[src/rtl/z80_ld_dd_extaddr_seq_if.sv]
// Memory read bus between the LD dd,(nn) sequencer (master) and the bus arbiter (slave).
// A read completes on the rising edge where mem_rd && mem_ready.
interface z80_ld_dd_extaddr_seq_if;
  logic        mem_rd;
  logic [15:0] mem_addr;
  logic [7:0]  mem_rdata;
  logic        mem_ready;

  modport master (output mem_rd, output mem_addr, input mem_rdata, input mem_ready);
  modport slave  (input mem_rd, input mem_addr, output mem_rdata, output mem_ready);
endinterface

[src/rtl/z80_ld_dd_extaddr_seq.sv]
// Execution sequencer for LD dd,(nn) (ED 4B/5B/6B/7B): fetches nn, reads a little-endian
// word from memory[nn], then writes register pair dd and PC+4 in one atomic strobe.
module z80_ld_dd_extaddr_seq #(
  parameter int MAX_WAIT = 255
) (
  input  logic                            clk,
  input  logic                            reset,
  input  logic                            start,
  input  logic [15:0]                     pc_in,
  input  logic [7:0]                      opcode,
  output logic                            busy,
  z80_ld_dd_extaddr_seq_if.master         bus,
  output logic                            reg_we,
  output logic [3:0]                      reg_wnum,
  output logic [15:0]                     reg_wdata,
  output logic                            pc_we,
  output logic [15:0]                     pc_wdata,
  output logic                            done,
  output logic                            illegal,
  output logic                            timeout
);

  localparam int CW = (MAX_WAIT > 1) ? $clog2(MAX_WAIT + 1) : 1;

  typedef enum logic [2:0] {
    IDLE     = 3'd0,
    FETCH_NL = 3'd1,
    FETCH_NH = 3'd2,
    READ_LO  = 3'd3,
    READ_HI  = 3'd4,
    WB       = 3'd5
  } state_t;

  state_t        state;
  logic [15:0]   pc_q;
  logic [15:0]   nn_q;
  logic [1:0]    dd_q;
  logic [7:0]    lo_q;
  logic [CW-1:0] wait_cnt;
  logic          legal;
  logic          handshake;
  logic          stall_out;

  assign legal     = (opcode[7:6] == 2'b01) && (opcode[3:0] == 4'b1011);
  assign handshake = bus.mem_rd && bus.mem_ready;
  // The (MAX_WAIT+1)-th consecutive stalled cycle aborts the instruction.
  assign stall_out = (MAX_WAIT != 0) && bus.mem_rd && !bus.mem_ready &&
                     (wait_cnt == CW'(MAX_WAIT));
  assign busy      = (state != IDLE);

  always_ff @(posedge clk) begin
    if (reset) begin
      state        <= IDLE;
      pc_q         <= '0;
      nn_q         <= '0;
      dd_q         <= '0;
      lo_q         <= '0;
      wait_cnt     <= '0;
      bus.mem_rd   <= 1'b0;
      bus.mem_addr <= '0;
      reg_we       <= 1'b0;
      reg_wnum     <= '0;
      reg_wdata    <= '0;
      pc_we        <= 1'b0;
      pc_wdata     <= '0;
      done         <= 1'b0;
      illegal      <= 1'b0;
      timeout      <= 1'b0;
    end else begin
      reg_we  <= 1'b0;
      pc_we   <= 1'b0;
      done    <= 1'b0;
      illegal <= 1'b0;
      timeout <= 1'b0;
      case (state)
        IDLE: begin
          if (start) begin
            if (legal) begin
              pc_q         <= pc_in;
              dd_q         <= opcode[5:4];
              wait_cnt     <= '0;
              bus.mem_rd   <= 1'b1;
              bus.mem_addr <= pc_in + 16'd2;
              state        <= FETCH_NL;
            end else begin
              illegal <= 1'b1;
            end
          end
        end
        FETCH_NL, FETCH_NH, READ_LO, READ_HI: begin
          if (handshake) begin
            wait_cnt <= '0;
            case (state)
              FETCH_NL: begin
                nn_q[7:0]    <= bus.mem_rdata;
                bus.mem_addr <= pc_q + 16'd3;
                state        <= FETCH_NH;
              end
              FETCH_NH: begin
                nn_q[15:8]   <= bus.mem_rdata;
                bus.mem_addr <= {bus.mem_rdata, nn_q[7:0]};
                state        <= READ_LO;
              end
              READ_LO: begin
                lo_q         <= bus.mem_rdata;
                bus.mem_addr <= nn_q + 16'd1;
                state        <= READ_HI;
              end
              default: begin
                // Both bytes land in the register file with a single strobe.
                bus.mem_rd <= 1'b0;
                reg_we     <= 1'b1;
                pc_we      <= 1'b1;
                done       <= 1'b1;
                reg_wnum   <= {2'b10, dd_q};
                reg_wdata  <= {bus.mem_rdata, lo_q};
                pc_wdata   <= pc_q + 16'd4;
                state      <= WB;
              end
            endcase
          end else if (stall_out) begin
            bus.mem_rd <= 1'b0;
            timeout    <= 1'b1;
            state      <= IDLE;
          end else if (bus.mem_rd) begin
            wait_cnt <= wait_cnt + 1'b1;
          end
        end
        WB:      state <= IDLE;
        default: state <= IDLE;
      endcase
    end
  end

endmodule

[src/flat_wrapper.sv]
// flat-port wrapper written by rule: the top's interface ports become plain ports
module z80_ld_dd_extaddr_seq_flat 
#(
  parameter int MAX_WAIT = 255
)
  (clk, reset, start, pc_in, opcode, busy, reg_we, reg_wnum, reg_wdata, pc_we, pc_wdata, done, illegal, timeout, bus_mem_rd, bus_mem_addr, bus_mem_rdata, bus_mem_ready);
  z80_ld_dd_extaddr_seq_if bus_i ();
  input  logic clk;
  input  logic reset;
  input  logic start;
  input  logic [15:0] pc_in;
  input  logic [7:0] opcode;
  output logic busy;
  output logic reg_we;
  output logic [3:0] reg_wnum;
  output logic [15:0] reg_wdata;
  output logic pc_we;
  output logic [15:0] pc_wdata;
  output logic done;
  output logic illegal;
  output logic timeout;
  output wire logic [$bits(bus_i.mem_rd)-1:0] bus_mem_rd;
  output wire logic [$bits(bus_i.mem_addr)-1:0] bus_mem_addr;
  input wire logic [$bits(bus_i.mem_rdata)-1:0] bus_mem_rdata;
  input wire logic [$bits(bus_i.mem_ready)-1:0] bus_mem_ready;
  assign bus_mem_rd = bus_i.mem_rd;
  assign bus_mem_addr = bus_i.mem_addr;
  assign bus_i.mem_rdata = bus_mem_rdata;
  assign bus_i.mem_ready = bus_mem_ready;
  z80_ld_dd_extaddr_seq #(.MAX_WAIT(MAX_WAIT)) u_core (.clk(clk), .reset(reset), .start(start), .pc_in(pc_in), .opcode(opcode), .busy(busy), .bus(bus_i), .reg_we(reg_we), .reg_wnum(reg_wnum), .reg_wdata(reg_wdata), .pc_we(pc_we), .pc_wdata(pc_wdata), .done(done), .illegal(illegal), .timeout(timeout));
endmodule
[config.mk]
export PLATFORM = sky130hd
export DESIGN_NAME = z80_ld_dd_extaddr_seq_flat
export DESIGN_NICKNAME = d
export VERILOG_FILES = /design/src/rtl/z80_ld_dd_extaddr_seq_if.sv /design/src/rtl/z80_ld_dd_extaddr_seq.sv /design/src/flat_wrapper.sv
export SDC_FILE = /design/constraint.sdc
export NUM_CORES = 1
export LEC_CHECK = 0
export CAP_MARGIN = 20
export CORE_ASPECT_RATIO = 2
export CORE_MARGIN = 2
export CORE_UTILIZATION = 55
export CTS_CLUSTER_SIZE = 8
export DETAILED_ROUTE_END_ITERATION = 8
export GPL_TIMING_DRIVEN = 0
export PLACE_DENSITY = 0.82
export SYNTH_ARGS = -nofsm -noshare
export SYNTH_HDL_FRONTEND = slang
export SYNTH_SLANG_ARGS = --single-unit
export TNS_END_PERCENT = 20
[constraint.sdc]
create_clock -name clk -period 4.85 [get_ports clk]
set_input_delay 0.485 -clock clk [delete_from_list [all_inputs] [get_ports clk]]
set_output_delay 0.485 -clock clk [all_outputs]
set_load 0.03 [all_outputs]
==> impl_results.md <==
* Core Rows at between 50 and 60
* Synth area leaders: dfxtp_1 (39%), nand2_1 (8.7%), a21oi_1 (7.0%)
* Worst EP arrival at 2.95 ns
* Via density at between 6 and 7
* Placer Congestion at around 0.94
* Final Core Density at 71.0%
* Die Y at 146 um
* WL/cell at 20.5 um
* Final Hold Viols at 0
* Total track usage at 36.5%
* IO Pins at 95
* Gate count after technology mapping at 717
* Delay of the slowest cell on the worst path at approximately 0.65 ns
* Status: finished, final reports clean
* RSZ-0062 raised after global routing: false
* DR vias at 5,916
* # diodes at 0
* Peak supply drop at 0.194 mV
* Top cell type by total area after synthesis: dfxtp_1
* Fmax achieved at ~370 MHz
* Slew @ Worst Pin at 0.815 ns
* Max-cap violations at 0
* Post-synthesis mux area share at 2.19%
* CTS buffer count at 9
* Largest net degree at the start of global routing at 20
* Synth Area in Simple Gates at 27.0%
* Resized Gates After CTS at 0
* DRT iter0 DRCs at 555
* P_leak at 2.21 nW
* Final Cycle Share at 56.5%
* Clock Tree Buf Depth at 2
* Detail Placement HPWL at between 10,000 and 15,000 um
* Synthesized area at 0.00554 mm^2
* Worst path cell trace: clkdlybuf4s50_1 -> nand2_2 -> nor3_1 -> clkbuf_1 -> buf_1 -> a211oi_1
* Initial antenna violation count at 0
* Antenna-violating nets left at 0
* DRT Pass-1 Iters at 6
* GR Overflow Total at 0
* XOR/XNOR Fraction of Synth Area at 6.80%
* Element type at the critical path end: flip-flop
* Hold WC Path Type: reg2reg
* DRC at 0
* Design area at 0.00693 mm^2
* Clock Skew at 0.0103 ns
* Relative slew slack at 45.3%
* CP Data Required Time at 5.06 ns
* Register area share after synthesis at 39.1%
* I/O Buffers at 92
* CTS Hold Buffers Added at 0
* Cell Count Post-Placement at 941
* Worst-Skew Late Latency at 0.36 ns
* PwrDens at around 250 mW/mm^2
* Netlist cell types at 65
* Top_reg_cell synth: dfxtp_1
* # H-tree levels at 3
* Final worst path period need at ~2.7 ns
* Avg Cell Area, Syn at about 7.7 um^2
* Clk sinks at 108
* Synth Area in Compound Gates at 18.4%
* Ys async rst share at 0%
* Power consumption at ~1.8 mW
* Crit-path slowest cell: nor3_1
* Die W at 74.9 um
* Seq cells post-synth at 108
* Vias in the first global route at 5,903
* Starting Density at 56.7%
* Layout cell share with drive strength beyond 1 at 5.33%
* Final Setup Violations at 0
* First-pass GRT wire length at 30,400 um
* Fin nets at 861
* CTS tree: yes
* CP Class: in2reg
* Adder-cell share of the synthesized area at 1.13%
* # Post-CTS Setup Buffers at 0
* Combinational family with the most area after synthesis: simple AND/OR/NAND/NOR gates
* P&R area growth vs syn at 25.2%
* Worst-path clk slew at 0.08 ns
* Non-filler cells, final at approximately 960
* Total routed wirelength at 19,600 um
* Setup_tns at 0 ns
* Die ar. at 0.0109 mm^2
* # fillers at 809
* Core area at approximately 0.0098 mm^2
* Slew Viols, Final at 0
* Root Driver: clkbuf_16
* Share of the synthesized area in the top cell type at 39.1%
* Number of enable flip-flop cells after synthesis at 0
* Crit path max fanout at 10
* Startpoint types: primary input
* Synthesis Warnings at 0
* Post-Place Cell Area at 0.00662 mm^2
* Syn Nets at 758
[worst max-delay path: cells and delay by family]
family          cells  cell delay, ns
buf+inv             3            1.43
simple gates        2            0.86
compound gates      1            0.16
[logic make-up (layout without fill, tap and decap cells)]
| family | count (synthesis) | after routing |
|---|---|---|
| mux | 12 | 12 |
| compound gates | 167 | 167 |
| flops | 108 | 108 |
| buf+inv | 69 | 177 |
| fa+ha+maj | 5 | 5 |
| simple gates | 312 | 312 |
| xor+xnor | 43 | 43 |
| other cells | 1 | 1 |
[metrics by stage]
stage	hold slack, ns	setup WS [ns]
detailed placement	0.446	1.83
CTS	0.456	2.19
global placement	0.433	1.90
floorplan	0.428	2.78
global route	0.465	1.90
finish	0.447	2.11
[layout make-up]
| class | count | area, um^2 | area share, % |
|---|---|---|---|
| plain buffers | 53 | 235 | 3.40 |
| clock buffers | 9 | 225 | 3.25 |
| clock inverters | 7 | 81.3 | 1.17 |
| inverters | 16 | 60.1 | 0.867 |
| multi-input cells | 540 | 3080 | 44.4 |
| flip-flops and latches | 108 | 2160 | 31.2 |
| well taps | 132 | 165 | 2.38 |
| repair buffers | 92 | 921 | 13.3 |
[metal layers]
metal	GRT usage, %	wire, um	part of all wire (%)
met2	63.3	10400	53
met1	39.4	6790	35
met5	0	0	0
met3	4.50	1120	5.7
met4	23.9	1290	6.6
[where the power goes]
group | leakage, nW | internal (mW) | switching (mW) | total [mW]
clock | 0.153 | 0.410 | 0.357 | 0.767
combinational | 1.19 | 0.0420 | 0.0620 | 0.104
sequential | 0.870 | 0.888 | 0.00150 | 0.889
[state kept, by name (all words and copies together), names as in the netlist, 2 cells and up]
signal	count
u_core.wait_cnt	8
u_core.pc_wdata	16
u_core.pc_q	16
u_core.lo_q	8
u_core.nn_q	16
u_core.reg_wdata	16
u_core.dd_q	2
u_core.reg_wnum	3
u_core.state	3
u_core.bus.mem_addr	16
[path summary, 6_finish.rpt]
kind | to | cells past startpoint | slack, ns | from
max reg2reg | u_core.pc_wdata[7]$_SDFFE_PP0P_ | 6 | 2.14 | u_core.state[2]$_SDFFE_PP0P_
max | u_core.pc_wdata[7]$_SDFFE_PP0P_ | 6 | 2.11 | bus_mem_ready
min | u_core.reg_wdata[6]$_SDFFE_PP0P_ | 2 | 0.45 | u_core.lo_q[6]$_SDFFE_PP0P_
min reg2reg | u_core.reg_wdata[6]$_SDFFE_PP0P_ | 2 | 0.45 | u_core.lo_q[6]$_SDFFE_PP0P_
[synth_stat cells, types with 6 or more instances]
master,number
nand3_1,26
buf_2,8
o211ai_1,6
a211oi_1,17
inv_1,14
or3_1,7
nor4_1,13
dfxtp_1,108
o21ai_0,29
nor2_1,56
nand4_1,15
nand2_1,129
xnor2_1,21
o311ai_0,7
mux2i_1,11
clkbuf_1,38
nor3_1,25
a21oi_1,77
xor2_1,22
[cells in the final DEF, fill, tap and decap left out, types with 13 or more instances in the layout]
cell type / instances
a211oi_1: 17
a21oi_1: 77
clkbuf_1: 38
clkdlybuf4s50_1: 92
dfxtp_1: 108
inv_1: 14
nand2_1: 129
nand3_1: 26
nand4_1: 15
nor2_1: 56
nor3_1: 25
nor4_1: 13
o21ai_0: 29
xnor2_1: 21
xor2_1: 22
Power figures use the tool's default switching activity.
